[src/rtl/mips_ctrl_pkg.sv]
// Shared encodings for the multicycle MIPS main control FSM and the ALU control decoder.
package mips_ctrl_pkg;

    typedef enum logic [3:0] {
        S_IDLE      = 4'd0,
        S_FETCH     = 4'd1,
        S_DECODE    = 4'd2,
        S_MEM_ADDR  = 4'd3,
        S_MEM_READ  = 4'd4,
        S_MEM_WB    = 4'd5,
        S_MEM_WRITE = 4'd6,
        S_EXECUTE   = 4'd7,
        S_R_WB      = 4'd8,
        S_BRANCH    = 4'd9,
        S_JUMP      = 4'd10,
        S_ERROR     = 4'd11
    } state_t;

    localparam logic [5:0] OP_RTYPE = 6'b000000;
    localparam logic [5:0] OP_LW    = 6'b100011;
    localparam logic [5:0] OP_SW    = 6'b101011;
    localparam logic [5:0] OP_BEQ   = 6'b000100;
    localparam logic [5:0] OP_J     = 6'b000010;

    localparam logic [1:0] ALUOP_MEM   = 2'b00;
    localparam logic [1:0] ALUOP_BEQ   = 2'b01;
    localparam logic [1:0] ALUOP_ARITH = 2'b10;

    localparam logic [1:0] SRCB_REG   = 2'b00;
    localparam logic [1:0] SRCB_FOUR  = 2'b01;
    localparam logic [1:0] SRCB_IMM   = 2'b10;
    localparam logic [1:0] SRCB_IMMSH = 2'b11;

    localparam logic [1:0] PCSRC_ALU    = 2'b00;
    localparam logic [1:0] PCSRC_ALUOUT = 2'b01;
    localparam logic [1:0] PCSRC_JUMP   = 2'b10;

    typedef struct packed {
        logic       pc_write;
        logic       pc_write_cond;
        logic       i_or_d;
        logic       mem_read;
        logic       mem_write;
        logic       ir_write;
        logic       mem_to_reg;
        logic       reg_dst;
        logic       reg_write;
        logic       alu_src_a;
        logic [1:0] alu_src_b;
        logic [1:0] pc_source;
        logic [1:0] alu_op;
        logic       alu_start;
    } ctrl_t;

endpackage

[src/rtl/mips_ctrl_decode.sv]
// Combinational map from FSM state to the datapath strobe bundle.
module mips_ctrl_decode
    import mips_ctrl_pkg::*;
(
    input  state_t i_state,
    input  logic   i_mem_ready,
    output ctrl_t  o_ctrl
);

    always_comb begin
        o_ctrl = '0;
        case (i_state)
            S_FETCH: begin
                o_ctrl.mem_read  = 1'b1;
                o_ctrl.alu_src_b = SRCB_FOUR;
                o_ctrl.alu_start = 1'b1;
                // IR load and PC+4 commit only in the cycle the fetch completes
                o_ctrl.ir_write  = i_mem_ready;
                o_ctrl.pc_write  = i_mem_ready;
            end
            S_DECODE: begin
                o_ctrl.alu_src_b = SRCB_IMMSH;
                o_ctrl.alu_start = 1'b1;
            end
            S_MEM_ADDR: begin
                o_ctrl.alu_src_a = 1'b1;
                o_ctrl.alu_src_b = SRCB_IMM;
                o_ctrl.alu_start = 1'b1;
            end
            S_MEM_READ: begin
                o_ctrl.mem_read = 1'b1;
                o_ctrl.i_or_d   = 1'b1;
            end
            S_MEM_WB: begin
                o_ctrl.reg_write  = 1'b1;
                o_ctrl.mem_to_reg = 1'b1;
            end
            S_MEM_WRITE: begin
                o_ctrl.mem_write = 1'b1;
                o_ctrl.i_or_d    = 1'b1;
            end
            S_EXECUTE: begin
                o_ctrl.alu_src_a = 1'b1;
                o_ctrl.alu_op    = ALUOP_ARITH;
                o_ctrl.alu_start = 1'b1;
            end
            S_R_WB: begin
                o_ctrl.reg_write = 1'b1;
                o_ctrl.reg_dst   = 1'b1;
            end
            S_BRANCH: begin
                o_ctrl.alu_src_a     = 1'b1;
                o_ctrl.alu_op        = ALUOP_BEQ;
                o_ctrl.pc_write_cond = 1'b1;
                o_ctrl.pc_source     = PCSRC_ALUOUT;
                o_ctrl.alu_start     = 1'b1;
            end
            S_JUMP: begin
                o_ctrl.pc_write  = 1'b1;
                o_ctrl.pc_source = PCSRC_JUMP;
            end
            default: o_ctrl = '0;
        endcase
    end

endmodule

[src/rtl/mips_multicycle_control.sv]
// Multicycle MIPS main control: state sequencing, sticky error capture and retired-instruction count.
module mips_multicycle_control
    import mips_ctrl_pkg::*;
(
    input  logic        i_clk,
    input  logic        i_rst,
    input  logic [5:0]  i_opcode,
    input  logic        i_mem_ready,
    input  logic        i_err_illegal_func_code,
    input  logic        i_err_illegal_alu_op,
    output logic        o_pc_write,
    output logic        o_pc_write_cond,
    output logic        o_i_or_d,
    output logic        o_mem_read,
    output logic        o_mem_write,
    output logic        o_ir_write,
    output logic        o_mem_to_reg,
    output logic        o_reg_dst,
    output logic        o_reg_write,
    output logic        o_alu_src_a,
    output logic [1:0]  o_alu_src_b,
    output logic [1:0]  o_pc_source,
    output logic [1:0]  o_alu_op,
    output logic        o_alu_start,
    output logic        o_error,
    output logic [5:0]  o_err_opcode,
    output logic [31:0] o_instr_count
);

    state_t      r_state;
    logic [5:0]  r_err_opcode;
    logic [31:0] r_instr_count;
    ctrl_t       w_ctrl;
    logic        w_alu_err;

    mips_ctrl_decode u_decode (
        .i_state     (r_state),
        .i_mem_ready (i_mem_ready),
        .o_ctrl      (w_ctrl)
    );

    // The ALU-control fault applies to every state that drives the ALU and beats mem_ready
    assign w_alu_err = w_ctrl.alu_start & i_err_illegal_alu_op;

    always_ff @(posedge i_clk or posedge i_rst) begin
        if (i_rst) begin
            r_state       <= S_IDLE;
            r_err_opcode  <= '0;
            r_instr_count <= '0;
        end else begin
            case (r_state)
                S_IDLE: r_state <= S_FETCH;
                S_FETCH: begin
                    if (w_alu_err) begin
                        r_state      <= S_ERROR;
                        r_err_opcode <= i_opcode;
                    end else if (i_mem_ready) begin
                        r_state <= S_DECODE;
                    end
                end
                S_DECODE: begin
                    if (w_alu_err) begin
                        r_state      <= S_ERROR;
                        r_err_opcode <= i_opcode;
                    end else begin
                        case (i_opcode)
                            OP_RTYPE:     r_state <= S_EXECUTE;
                            OP_LW, OP_SW: r_state <= S_MEM_ADDR;
                            OP_BEQ:       r_state <= S_BRANCH;
                            OP_J:         r_state <= S_JUMP;
                            default: begin
                                r_state      <= S_ERROR;
                                r_err_opcode <= i_opcode;
                            end
                        endcase
                    end
                end
                S_MEM_ADDR: begin
                    if (w_alu_err) begin
                        r_state      <= S_ERROR;
                        r_err_opcode <= i_opcode;
                    end else if (i_opcode == OP_LW) begin
                        r_state <= S_MEM_READ;
                    end else begin
                        r_state <= S_MEM_WRITE;
                    end
                end
                S_MEM_READ: if (i_mem_ready) r_state <= S_MEM_WB;
                S_MEM_WB: begin
                    r_state       <= S_FETCH;
                    r_instr_count <= r_instr_count + 32'd1;
                end
                S_MEM_WRITE: begin
                    if (i_mem_ready) begin
                        r_state       <= S_FETCH;
                        r_instr_count <= r_instr_count + 32'd1;
                    end
                end
                S_EXECUTE: begin
                    if (w_alu_err || i_err_illegal_func_code) begin
                        r_state      <= S_ERROR;
                        r_err_opcode <= i_opcode;
                    end else begin
                        r_state <= S_R_WB;
                    end
                end
                S_R_WB, S_JUMP: begin
                    r_state       <= S_FETCH;
                    r_instr_count <= r_instr_count + 32'd1;
                end
                S_BRANCH: begin
                    if (w_alu_err) begin
                        r_state      <= S_ERROR;
                        r_err_opcode <= i_opcode;
                    end else begin
                        r_state       <= S_FETCH;
                        r_instr_count <= r_instr_count + 32'd1;
                    end
                end
                S_ERROR: r_state <= S_ERROR;
                default: r_state <= S_ERROR;
            endcase
        end
    end

    assign o_pc_write      = w_ctrl.pc_write;
    assign o_pc_write_cond = w_ctrl.pc_write_cond;
    assign o_i_or_d        = w_ctrl.i_or_d;
    assign o_mem_read      = w_ctrl.mem_read;
    assign o_mem_write     = w_ctrl.mem_write;
    assign o_ir_write      = w_ctrl.ir_write;
    assign o_mem_to_reg    = w_ctrl.mem_to_reg;
    assign o_reg_dst       = w_ctrl.reg_dst;
    assign o_reg_write     = w_ctrl.reg_write;
    assign o_alu_src_a     = w_ctrl.alu_src_a;
    assign o_alu_src_b     = w_ctrl.alu_src_b;
    assign o_pc_source     = w_ctrl.pc_source;
    assign o_alu_op        = w_ctrl.alu_op;
    assign o_alu_start     = w_ctrl.alu_start;
    assign o_error         = (r_state == S_ERROR);
    assign o_err_opcode    = r_err_opcode;
    assign o_instr_count   = r_instr_count;

endmodule

[config.mk]
export PLATFORM = sky130hd
export DESIGN_NAME = mips_multicycle_control
export DESIGN_NICKNAME = d
export VERILOG_FILES = /design/src/rtl/mips_ctrl_pkg.sv /design/src/rtl/mips_ctrl_decode.sv /design/src/rtl/mips_multicycle_control.sv
export SDC_FILE = /design/constraint.sdc
export NUM_CORES = 1
export LEC_CHECK = 0
export CAP_MARGIN = 20
export CORE_MARGIN = 8
export CORE_UTILIZATION = 44
export CTS_CLUSTER_DIAMETER = 150
export CTS_CLUSTER_SIZE = 8
export DETAILED_ROUTE_END_ITERATION = 8
export PLACE_DENSITY = 0.77
export SLEW_MARGIN = 40
export SYNTH_ARGS = -nofsm -noshare
export SYNTH_HDL_FRONTEND = slang
export SYNTH_HIERARCHICAL = 1
export SYNTH_SLANG_ARGS = --single-unit
[constraint.sdc]
create_clock -name i_clk -period 2.2 [get_ports i_clk]
set_input_delay 0.44 -clock i_clk [delete_from_list [all_inputs] [get_ports i_clk]]
set_output_delay 0.44 -clock i_clk [all_outputs]
set_load 0.01 [all_outputs]
==> flow_summary_export.csv <==
group,metric,value,unit
pwr,total_leakage_power,0.00164,uW
setup_path,crit_type,"reg -> out",
cts,numCtsBuffers,5,
flow_run,maxCapViolCount,0,
floorplan,start_util,0.455,
setup_path,required,1.76,ns
synth,ys_async_sr_fraction,1.00,
final_layout,final_core_util,0.637,
global_routing,grt_usage,0.155,
timing,finalMaxSlewViolations,0,
setup_path,r2r-start,"r_state[2]$_DFFE_PP0P_",
setup_path,arrival,1.64,ns
synth,synth_area,2490,um^2
global_routing,grt_max_degree,43,
synth,synthTopCellsByArea,"dfrtp_1, xnor2_1, mux2_2, nand2_1, xor2_1",
route,wire_per_inst,15.2,um
timing,relSlewSlack,0.649,
route,drt-initial-drc-count,83,
final_layout,syn2layout_area_growth,39.9,%
setup_path,max_stage_delay,0.57,ns
cts,clk_path_buf_depth,2,
setup_path,reg2reg_to,"o_instr_count[21]$_DFFE_PP0P_",
cts,postCtsHoldBufs,0,
floorplan,rows,27,
global_routing,grt_pass1_wl,10800,um
placement,dpl.hpwl,4770,um
pwr,powerDensity,381,nW/um^2
synth,netlist.top_cell.by_area,"dfrtp_1",
global_routing,gr-total-overflow,0,
synth,syn_avg_cell_area,9.58,um^2
min_path,hp-class,"reg -> reg",
synth,yosysWarnings,6,
final_layout,fin_cells,419,
timing,finalHoldViolCount,0,
pwr,peakVddDrop,0.000341,V
setup_path,crit_chain,"buf_12 -> nor3b_1 -> clkdlybuf4s50_1",
cts,cts_root_buf,"clkbuf_8",
route,ant_nets,0,
synth,synth-seq-cells,42,
setup_path,start_kind,"flop",
cts,clock-sinks,42,
timing,worst_slew_pin_slew,0.527,ns
synth,synthDistinctLibCells,55,
floorplan,die_y,91.2,um
synth,syn_inst,260,
synth,netlist.area_leader.share,0.422,
cts,clk_pin_slew,0.08,ns
route,num_vias,2272,
final_layout,nets,358,
setup_path,ff2ff_setup_slack,0.14,ns
min_path,whs_path_depth,1,
synth,synth.net_count,272,
floorplan,coreArea,5470,um^2
timing,setup_slack,0.119,ns
global_routing,antenna_found_initial,0,
status,outcome,"finished clean",
timing,rsz0062_at_grt,"false",
floorplan,die_x,91.2,um
timing,max_freq,481,MHz
final_layout,register_area,1050,um^2
min_path,min_from,"o_instr_count[31]$_DFFE_PP0P_",
final_layout,layout-drive-gt1-share,0.176,
route,highest_layer,"met4",
final_layout,n_antenna_cell,0,
setup_path,worst-path-buf-inv,2,
setup_path,cp-end-kind,"output port",
route,finalWirelength,6380,um
pwr,p_total,1330,uW
setup_path,critPathTopFamily,"buffers and inverters",
synth,synth_seq_area_share,0.422,
route,drc,0,
final_layout,multi_input_area,1350,um^2
placement,dp_cells,411,
placement,placed_area,3400,um^2
timing,min_period,2.08,ns
cts,clk_latency,0.30,ns
min_path,min_to,"o_instr_count[31]$_DFFE_PP0P_",
route,drt-pass1-iter-count,4,
synth,synth_edf_count,0,
placement,routabilityCongestion,0.874,
setup_path,path_max_fanout,22,
global_routing,grt_pass1_vias,2287,
final_layout,final_area,3480,um^2
route,viasPerCell,5.42,
route,met1_length,2820,um
synth,synthFlopType,"dfrtp_1",
placement,place.port_buffers,66,
setup_path,slowest_stage,"clkdlybuf4s50_1",
floorplan,fp.dieArea,8330,um^2
cts,cts_tree,"done",
timing,fin_crit_sh,0.946,
floorplan,io_pins,67,
timing,setup_viol,0,
cts,cts_htree_levels,2,
setup_path,rr_worst_depth,7,
placement,dpl_worst_slack,-0.0646,ns
timing,skew,0.00594,ns
route,wl_met2,3000,um
route,met3_length,457,um
final_layout,fill_cells,479,
cell usage after synthesis (3+ instances only):
master,number
nand4_1,9
and3_1,6
dfrtp_1,42
mux2_2,7
a21oi_1,11
nand2b_1,3
clkbuf_1,3
a31oi_1,3
or3_1,3
nand2_1,21
and2_1,3
buf_2,4
nor2_1,18
nor3_1,10
xnor2_1,23
nor4_1,3
inv_1,9
o21ai_0,8
xor2_1,9
nor2b_1,5
nand3_1,12
buf_4,4
layout make-up:
| type | instances | area share |
|---|---|---|
| multi-input combinational | 196 | 0.386 |
| clock buffer | 6 | 0.0208 |
| clock inverter | 2 | 0.00395 |
| sequential | 42 | 0.302 |
| tap | 72 | 0.0259 |
| timing repair buffer | 92 | 0.251 |
| inverter | 9 | 0.00969 |
where the power goes:
part	internal, uW	switching (uW)
Clock	224	270
Combinational	27.9	33.7
Sequential	771	0
metal layers:
layer / track usage / vias up
li1: - / 1089
met3: 0.0601 / 11
met1: 0.186 / 1080
met2: 0.245 / 92
met4: 0.0614 / 0
met5: 0 / -
worst max-delay path by stage:
stage | start | cells after the start | end | slack [ns]
after floorplan | r_state[2]$_DFFE_PP0P_ | 9 | o_err_opcode[0]$_DFFE_PP0P_ | 0.006
after CTS | r_state[1]$_DFFE_PP0P_ | 4 | o_mem_to_reg | 0.007
after global placement | i_mem_ready | 6 | o_instr_count[10]$_DFFE_PP0P_ | -0.01
after global routing | r_state[1]$_DFFE_PP0P_ | 4 | o_ir_write | 0.02
after detailed placement | i_mem_ready | 6 | o_instr_count[21]$_DFFE_PP0P_ | -0.06
final | r_state[1]$_DFFE_PP0P_ | 3 | o_alu_src_b[1] | 0.12
worst register-to-register path, stage by stage, from the launching register on:
cell	delay, ns
dfrtp_1	0.42
nor2b_2	0.22
o22ai_4	0.11
a21oi_1	0.22
o21ai_0	0.19
a21o_1	0.30
nor4_1	0.38
xnor2_1	0.16
cells in the final DEF (no fill, tap or decap), types with 3 or more instances in the layout:
master,count
nor2b_1,4
or3_1,3
inv_1,9
clkbuf_8,5
xor2_1,9
dlygate4sd2_1,11
dlymetal6s2s_1,5
nor3_1,10
nor4_1,3
and3_1,6
buf_4,24
mux2_2,7
dfrtp_1,40
nand4_1,9
nand2b_1,3
clkdlybuf4s50_1,49
nor2_1,18
o21ai_0,8
nand3_1,12
and2_1,3
a31oi_1,3
a21oi_1,11
xnor2_1,23
nand2_1,21
sequential cells by signal, summed over array words and instances, names as in the netlist:
signal,count
o_instr_count,32
r_state,4
o_err_opcode,6
kinds of logic (layout without fill, tap and decap cells):
logic type,Yosys count,count (layout),synth area share
flops,42,42,0.422
xor+xnor,32,32,0.113
buf+inv,22,109,0.0442
simple gates,117,117,0.276
mux,8,8,0.0357
fa+ha+maj,1,1,0.00502
compound gates,38,38,0.104
stage by stage:
stage          hold WS (ns)  TNS (ns)
5_1_grt               0.515         0
4_1_cts               0.484         0
3_3_place_gp          0.464   -0.0223
6_report              0.477         0
2_1_floorplan         0.504         0
3_5_place_dp          0.469    -0.408
what timing repair did:
action,in CTS,in global routing
endpoints found under the setup margin,13,6
setup buffers,0,0
gates resized for setup,14,7
(Power assumes the default switching activity.)
